<file path="src/rtl/i2s_tdm_tx_if.sv">
// rtl/i2s_tdm_tx_if.sv - PCM sample write port for the I2S/TDM transmitter
interface i2s_tdm_tx_if #(
  parameter int SAMPLE_WIDTH = 16
);
  logic [SAMPLE_WIDTH-1:0] SampleData;
  logic                    SampleValid;
  logic                    SampleReady;

  modport master (output SampleData, output SampleValid, input SampleReady);
  modport slave  (input SampleData, input SampleValid, output SampleReady);
endinterface

</file>
<file path="src/rtl/i2s_tdm_tx.sv">
// rtl/i2s_tdm_tx.sv - FIFO-buffered I2S / left-justified TDM serialiser for the DAC path
module i2s_tdm_tx #(
  parameter int SAMPLE_WIDTH = 16,
  parameter int SLOT_WIDTH   = 16,
  parameter int CHANNELS     = 2,
  parameter int CLK_DIV      = 4,
  parameter int FIFO_DEPTH   = 8,
  parameter int MODE         = 0
) (
  input  logic                        MasterCLK,
  input  logic                        Reset,
  input  logic                        Enable,
  i2s_tdm_tx_if.slave                 smp,
  output logic [$clog2(FIFO_DEPTH):0] FifoLevel,
  output logic                        Underrun,
  output logic                        DAC_I2S_CLK,
  output logic                        DAC_I2S_WS,
  output logic                        DAC_I2S_DATA
);

  localparam int FRAME_BITS = CHANNELS * SLOT_WIDTH;
  localparam int BW = $clog2(FRAME_BITS);
  localparam int FW = CHANNELS * SAMPLE_WIDTH;
  localparam int IW = $clog2(FW);
  localparam int DW = (CLK_DIV > 1) ? $clog2(CLK_DIV) : 1;
  localparam int PW = $clog2(FIFO_DEPTH);
  localparam int LW = PW + 1;

  // Reset asserts asynchronously but releases only after two clean clock edges.
  logic [1:0] rst_sync;
  logic       rst_n;

  always_ff @(posedge MasterCLK or negedge Reset) begin
    if (!Reset) rst_sync <= 2'b00;
    else        rst_sync <= {rst_sync[0], 1'b1};
  end
  assign rst_n = rst_sync[1];

  logic [SAMPLE_WIDTH-1:0] mem [FIFO_DEPTH];
  logic [PW-1:0]           wr_ptr, rd_ptr;
  logic                    wr_en, can_pop, pop;
  logic [FW-1:0]           fifo_frame;

  assign smp.SampleReady = (FifoLevel < LW'(FIFO_DEPTH));
  assign wr_en           = smp.SampleValid && smp.SampleReady;
  assign can_pop         = (FifoLevel >= LW'(CHANNELS));

  // Slot 0 occupies the MSBs so the frame vector reads in transmit order.
  always_comb begin
    fifo_frame = '0;
    for (int c = 0; c < CHANNELS; c++)
      fifo_frame[(CHANNELS-1-c)*SAMPLE_WIDTH +: SAMPLE_WIDTH] = mem[rd_ptr + PW'(c)];
  end

  always_ff @(posedge MasterCLK) begin
    if (wr_en) mem[wr_ptr] <= smp.SampleData;
  end

  always_ff @(posedge MasterCLK or negedge rst_n) begin
    if (!rst_n) begin
      wr_ptr    <= '0;
      rd_ptr    <= '0;
      FifoLevel <= '0;
    end else begin
      if (wr_en) wr_ptr <= wr_ptr + PW'(1);
      if (pop)   rd_ptr <= rd_ptr + PW'(CHANNELS);
      FifoLevel <= FifoLevel + LW'(wr_en) - (pop ? LW'(CHANNELS) : '0);
    end
  end

  function automatic logic frame_bit(input logic [FW-1:0] f, input logic [BW-1:0] p);
    int unsigned pi, s, k;
    pi = 32'(p);
    s  = pi / SLOT_WIDTH;
    k  = pi % SLOT_WIDTH;
    if (k >= SAMPLE_WIDTH) return 1'b0;
    return f[IW'(FW - 1 - (s * SAMPLE_WIDTH + k))];
  endfunction

  logic          active;
  logic [DW-1:0] div_cnt;
  logic [BW-1:0] bit_cnt, nbit, pos;
  logic [FW-1:0] frame_q, frame_next, src;
  logic          adv, load;

  always_comb begin
    adv  = 1'b0;
    nbit = bit_cnt;
    if (!active) begin
      adv  = 1'b1;
      nbit = '0;
    end else if (DAC_I2S_CLK && div_cnt == DW'(CLK_DIV - 1)) begin
      adv  = 1'b1;
      nbit = (bit_cnt == BW'(FRAME_BITS - 1)) ? '0 : bit_cnt + BW'(1);
    end
    load = Enable && adv && (nbit == '0);
    pop  = load && can_pop;
    frame_next = frame_q;
    if (load) frame_next = can_pop ? fifo_frame : '0;
    // In I2S mode bit 0 of a frame still carries the previous frame's last bit.
    if (MODE == 0) begin
      pos = (nbit == '0) ? BW'(FRAME_BITS - 1) : nbit - BW'(1);
      src = (nbit == '0) ? frame_q : frame_next;
    end else begin
      pos = nbit;
      src = frame_next;
    end
  end

  always_ff @(posedge MasterCLK or negedge rst_n) begin
    if (!rst_n) begin
      active       <= 1'b0;
      div_cnt      <= '0;
      bit_cnt      <= '0;
      frame_q      <= '0;
      Underrun     <= 1'b0;
      DAC_I2S_CLK  <= 1'b0;
      DAC_I2S_WS   <= 1'b0;
      DAC_I2S_DATA <= 1'b0;
    end else if (!Enable) begin
      active       <= 1'b0;
      div_cnt      <= '0;
      bit_cnt      <= '0;
      frame_q      <= '0;
      Underrun     <= 1'b0;
      DAC_I2S_CLK  <= 1'b0;
      DAC_I2S_WS   <= 1'b0;
      DAC_I2S_DATA <= 1'b0;
    end else begin
      active   <= 1'b1;
      Underrun <= load && !can_pop;
      if (active) begin
        if (div_cnt == DW'(CLK_DIV - 1)) begin
          div_cnt     <= '0;
          DAC_I2S_CLK <= ~DAC_I2S_CLK;
        end else begin
          div_cnt <= div_cnt + DW'(1);
        end
      end
      if (adv) begin
        bit_cnt      <= nbit;
        frame_q      <= frame_next;
        DAC_I2S_WS   <= (nbit >= BW'(FRAME_BITS / 2));
        DAC_I2S_DATA <= frame_bit(src, pos);
      end
    end
  end

endmodule

</file>
<file path="src/flat_wrapper.sv">
// flat-port wrapper written by rule: the top's interface ports become plain ports
module i2s_tdm_tx_flat 
#(
  parameter int SAMPLE_WIDTH = 16,
  parameter int SLOT_WIDTH   = 16,
  parameter int CHANNELS     = 2,
  parameter int CLK_DIV      = 4,
  parameter int FIFO_DEPTH   = 8,
  parameter int MODE         = 0
)
  (MasterCLK, Reset, Enable, FifoLevel, Underrun, DAC_I2S_CLK, DAC_I2S_WS, DAC_I2S_DATA, smp_SampleData, smp_SampleValid, smp_SampleReady);
  i2s_tdm_tx_if #(.SAMPLE_WIDTH(SAMPLE_WIDTH)) smp_i ();
  input  logic MasterCLK;
  input  logic Reset;
  input  logic Enable;
  output logic [$clog2(FIFO_DEPTH):0] FifoLevel;
  output logic Underrun;
  output logic DAC_I2S_CLK;
  output logic DAC_I2S_WS;
  output logic DAC_I2S_DATA;
  input wire logic [$bits(smp_i.SampleData)-1:0] smp_SampleData;
  input wire logic [$bits(smp_i.SampleValid)-1:0] smp_SampleValid;
  output wire logic [$bits(smp_i.SampleReady)-1:0] smp_SampleReady;
  assign smp_i.SampleData = smp_SampleData;
  assign smp_i.SampleValid = smp_SampleValid;
  assign smp_SampleReady = smp_i.SampleReady;
  i2s_tdm_tx #(.SAMPLE_WIDTH(SAMPLE_WIDTH), .SLOT_WIDTH(SLOT_WIDTH), .CHANNELS(CHANNELS), .CLK_DIV(CLK_DIV), .FIFO_DEPTH(FIFO_DEPTH), .MODE(MODE)) u_core (.MasterCLK(MasterCLK), .Reset(Reset), .Enable(Enable), .smp(smp_i), .FifoLevel(FifoLevel), .Underrun(Underrun), .DAC_I2S_CLK(DAC_I2S_CLK), .DAC_I2S_WS(DAC_I2S_WS), .DAC_I2S_DATA(DAC_I2S_DATA));
endmodule
</file>
<file path="config.mk">
export PLATFORM = sky130hd
export DESIGN_NAME = i2s_tdm_tx_flat
export DESIGN_NICKNAME = d
export VERILOG_FILES = /design/src/rtl/i2s_tdm_tx_if.sv /design/src/rtl/i2s_tdm_tx.sv /design/src/flat_wrapper.sv
export SDC_FILE = /design/constraint.sdc
export NUM_CORES = 1
export LEC_CHECK = 0
export CAP_MARGIN = 40
export CORE_MARGIN = 2
export CORE_UTILIZATION = 25
export CTS_BUF_LIST = sky130_fd_sc_hd__clkbuf_8
export DETAILED_ROUTE_END_ITERATION = 7
export DONT_BUFFER_PORTS = 1
export SLEW_MARGIN = 20
export SYNTH_ARGS = -nofsm -noshare
export SYNTH_HDL_FRONTEND = slang
export SYNTH_SLANG_ARGS = --single-unit
</file>
<file path="constraint.sdc">
create_clock -name MasterCLK -period 2.8 [get_ports MasterCLK]
set_input_delay 0.28 -clock MasterCLK [delete_from_list [all_inputs] [get_ports MasterCLK]]
set_output_delay 0.28 -clock MasterCLK [all_outputs]
set_load 0.02 [all_outputs]
</file>
==> results.cfg <==
[detailed_routing]
vias_per_cell = 4.53
wl_per_cell_um = 17.8
firstDrtPassIters = 4
drt_iter0_drc = 281
drc = 0
ant_nets = 0
routed_wl_um = 15700
vias = 3990

[sta]
worstMarginPinSlew_ns = 0.526
setup-violations-final = 4
holdWs_ns = 0.0644
fin_ws_ns = -0.347
grt_setup_unrepaired = yes
hold_violations = 0
finalCritPeriodShare_pct = 112
fin_worst_skew_ns = 0.0127
finalCriticalPeriod_ns = 3.15
fmax_mhz = 318
finalMaxSlewViolations = 0
slew_headroom_pct = 64.8

[grt]
grt_max_degree = 35
antenna_found_initial = 0
grt_pass1_wl_um = 24800
grt_pass1_vias = 4227
grt_use_total_pct = 10.6
overflow = 0

[power]
vdd_ir_drop_max_v = 0.000322
p_total_mw = 7.10
powerDensity_mw_per_mm2 = 775
p_leak_nw = 3.31

[worst_setup_path]
r2r.worst_path.cells = 12
crit_fanout = 5
end_kind = flip-flop
slowest_stage = o41a_1
r2r-end = u_core.DAC_I2S_DATA
crit_arrival_ns = 3.48
cp_num_buf_inv = 0
crit_family = compound AO/OA/AOI/OAI gates
worstPathCellList = ha_2, and3_4, ha_4, and4bb_4, o21ai_4, ha_1, xnor2_2, o31ai_4, a211oi_2, nor2_1, and3_1, o41a_1
cp-start-kind = flip-flop
critical_path_required_ns = 3.14
ff2ff_setup_slack_ns = -0.35
worst-setup-path-type = flip-flop to flip-flop
rr_startpoint = u_core.bit_cnt[1]
slowest_delay_ns = 0.40

[placement]
gp_congestion = 0.803
placed_area_mm2 = 0.00829
port_buffers = 0
dpl.cell_count = 818
dp_hpwl_um = 9800

[flow_run]
drv_cap = 0

[synthesis]
netlist_area_mm2 = 0.00736
yosys_most_used_dff = edfxtp_1
synth_nets = 436
async_flop_share_pct = 30.1
yosysWarnings = 0
synth-edff-count = 128
yosysSeqAreaShare_pct = 70.9
synthCells = 405
avgSynthCellArea_um2 = 18.2
ys_seq_elements = 183
yosysUniqueCellTypes = 53

[final_layout]
drive_gt1_share_pct = 34.8
stdcell_count = 881
syn2layout_area_growth_pct = 24.5
antenna_cells = 0
finalInstanceArea_mm2 = 0.00917
nets = 515
layout_commonest_cell = edfxtp_1
layout_common_cells = edfxtp_1 (128), dfrtp_1 (53), buf_4 (50)

[floorplanning]
die_area_mm2 = 0.0308
die_h_um = 176
coreArea_mm2 = 0.0289
rows = 62
io_pins = 29
dieWidth_um = 176
start_util_pct = 25.5

[clocking]
cts_buffers = 17
clkSinkCount = 183
clock_latency_ns = 0.46
cts.path.max_buffers = 2
cts_root_buf = clkbuf_8
clk_pin_slew_ns = 0.09
cts_tree = done
ctsHtreeMaxLevel = 4

[outcome]
failed_checks = setup timing
status = finished with violations

[worst_hold_path]
min_path_type = input port to asynchronous set/reset pin
[synth_stat cells, drive strengths merged, types with 2 or more instances]
| library cell | count | area share [%] |
|---|---|---|
| buf | 4 | 0.37 |
| xor2 | 3 | 0.36 |
| a21boi | 2 | 0.26 |
| nor4 | 2 | 0.17 |
| ha | 11 | 1.9 |
| nor3b | 2 | 0.20 |
| and3b | 2 | 0.24 |
| inv | 14 | 0.71 |
| and3 | 2 | 0.17 |
| nor3 | 3 | 0.20 |
| o21ai | 7 | 0.63 |
| nand2b | 5 | 0.43 |
| clkbuf | 15 | 0.76 |
| xnor2 | 5 | 0.60 |
| edfxtp | 128 | 52 |
| nand2 | 15 | 0.80 |
| o311a | 2 | 0.27 |
| a31oi | 2 | 0.17 |
| mux2i | 3 | 0.41 |
| mux4 | 40 | 12 |
| nor2 | 18 | 0.92 |
| a211oi | 6 | 0.61 |
| dfrtp | 55 | 19 |
| o21a | 3 | 0.31 |
| a22o | 33 | 3.9 |
| a21oi | 4 | 0.32 |
[worst register-to-register path, delay by kind of cell (launching register included)]
kind                       cells  cell delay (ns)
adders and majority gates      3             0.65
DFF                            1             0.39
xor gates and xnor gates       1             0.31
and+or+nand+nor                4             0.70
AOI/OAI and AO/OA              4             0.97
[per-layer routing]
layer	up-vias	global-route usage, %	part of all wire, %
met5	-	0	0
met4	0	3.10	1.2
met3	11	2.92	4.2
met2	66	17.3	50
met1	2130	13.8	45
li1	1783	-	-
[flip-flops by register name, summed over array words and instances (netlist names), 2 cells and up]
name              flops
u_core.mem          128
u_core.rst_sync       2
u_core.div_cnt        2
u_core.bit_cnt        5
u_core.frame_q       32
u_core.FifoLevel      4
u_core.wr_ptr         3
u_core.rd_ptr         2
[logic make-up after synthesis]
| family | share of synthesized area, % |
|---|---|
| compound gates | 7.57 |
| xor+xnor | 0.952 |
| fa+ha+maj | 1.87 |
| buf+inv | 1.90 |
| flops | 70.9 |
| mux | 12.8 |
| other cells | 0.0510 |
| simple gates | 3.93 |
[through the flow]
step	TNS [ns]	setup slack (ns)	utilization (%)
after floorplan	-1.13	-0.335	-
after global placement	-0.663	-0.380	28.7
after detailed placement	-0.930	-0.506	28.7
after CTS	-1.51	-0.470	31.2
after global routing	-5.59	-0.533	31.8
final	-0.807	-0.347	31.8
[worst max path at each step]
| stage | from | to | slack, ns | cells after the start |
|---|---|---|---|---|
| after floorplan | u_core.bit_cnt[1] | u_core.DAC_I2S_DATA | -0.33 | 13 |
| after global placement | u_core.bit_cnt[1] | u_core.DAC_I2S_DATA | -0.38 | 12 |
| after detailed placement | u_core.bit_cnt[1] | u_core.DAC_I2S_DATA | -0.51 | 12 |
| after CTS | u_core.bit_cnt[0] | u_core.DAC_I2S_DATA | -0.47 | 14 |
| after global routing | u_core.bit_cnt[0] | u_core.DAC_I2S_DATA | -0.53 | 12 |
| final | u_core.bit_cnt[1] | u_core.DAC_I2S_DATA | -0.35 | 12 |
[cell type report]
class	count	area (um^2)
clock buffer	17	234
clock inverter	15	168
fill	2817	19700
inverter	15	58.8
multi-input combinational	188	2240
sequential	183	5220
tap	384	480
timing repair buffer	79	762
[report_power, final]
group,internal (mW),switching (mW)
clock,0.817,0.961
combinational,0.918,0.866
sequential,3.29,0.252
[repair_timing]
action,CTS,global route
gates cloned,1,2
setup endpoints to repair,16,39
endpoints found under the hold margin,132,0
hold buffers,18,0
resized for setup,14,13
pin swaps,11,9
setup buffers,8,4
Power figures use the tool's default switching activity.
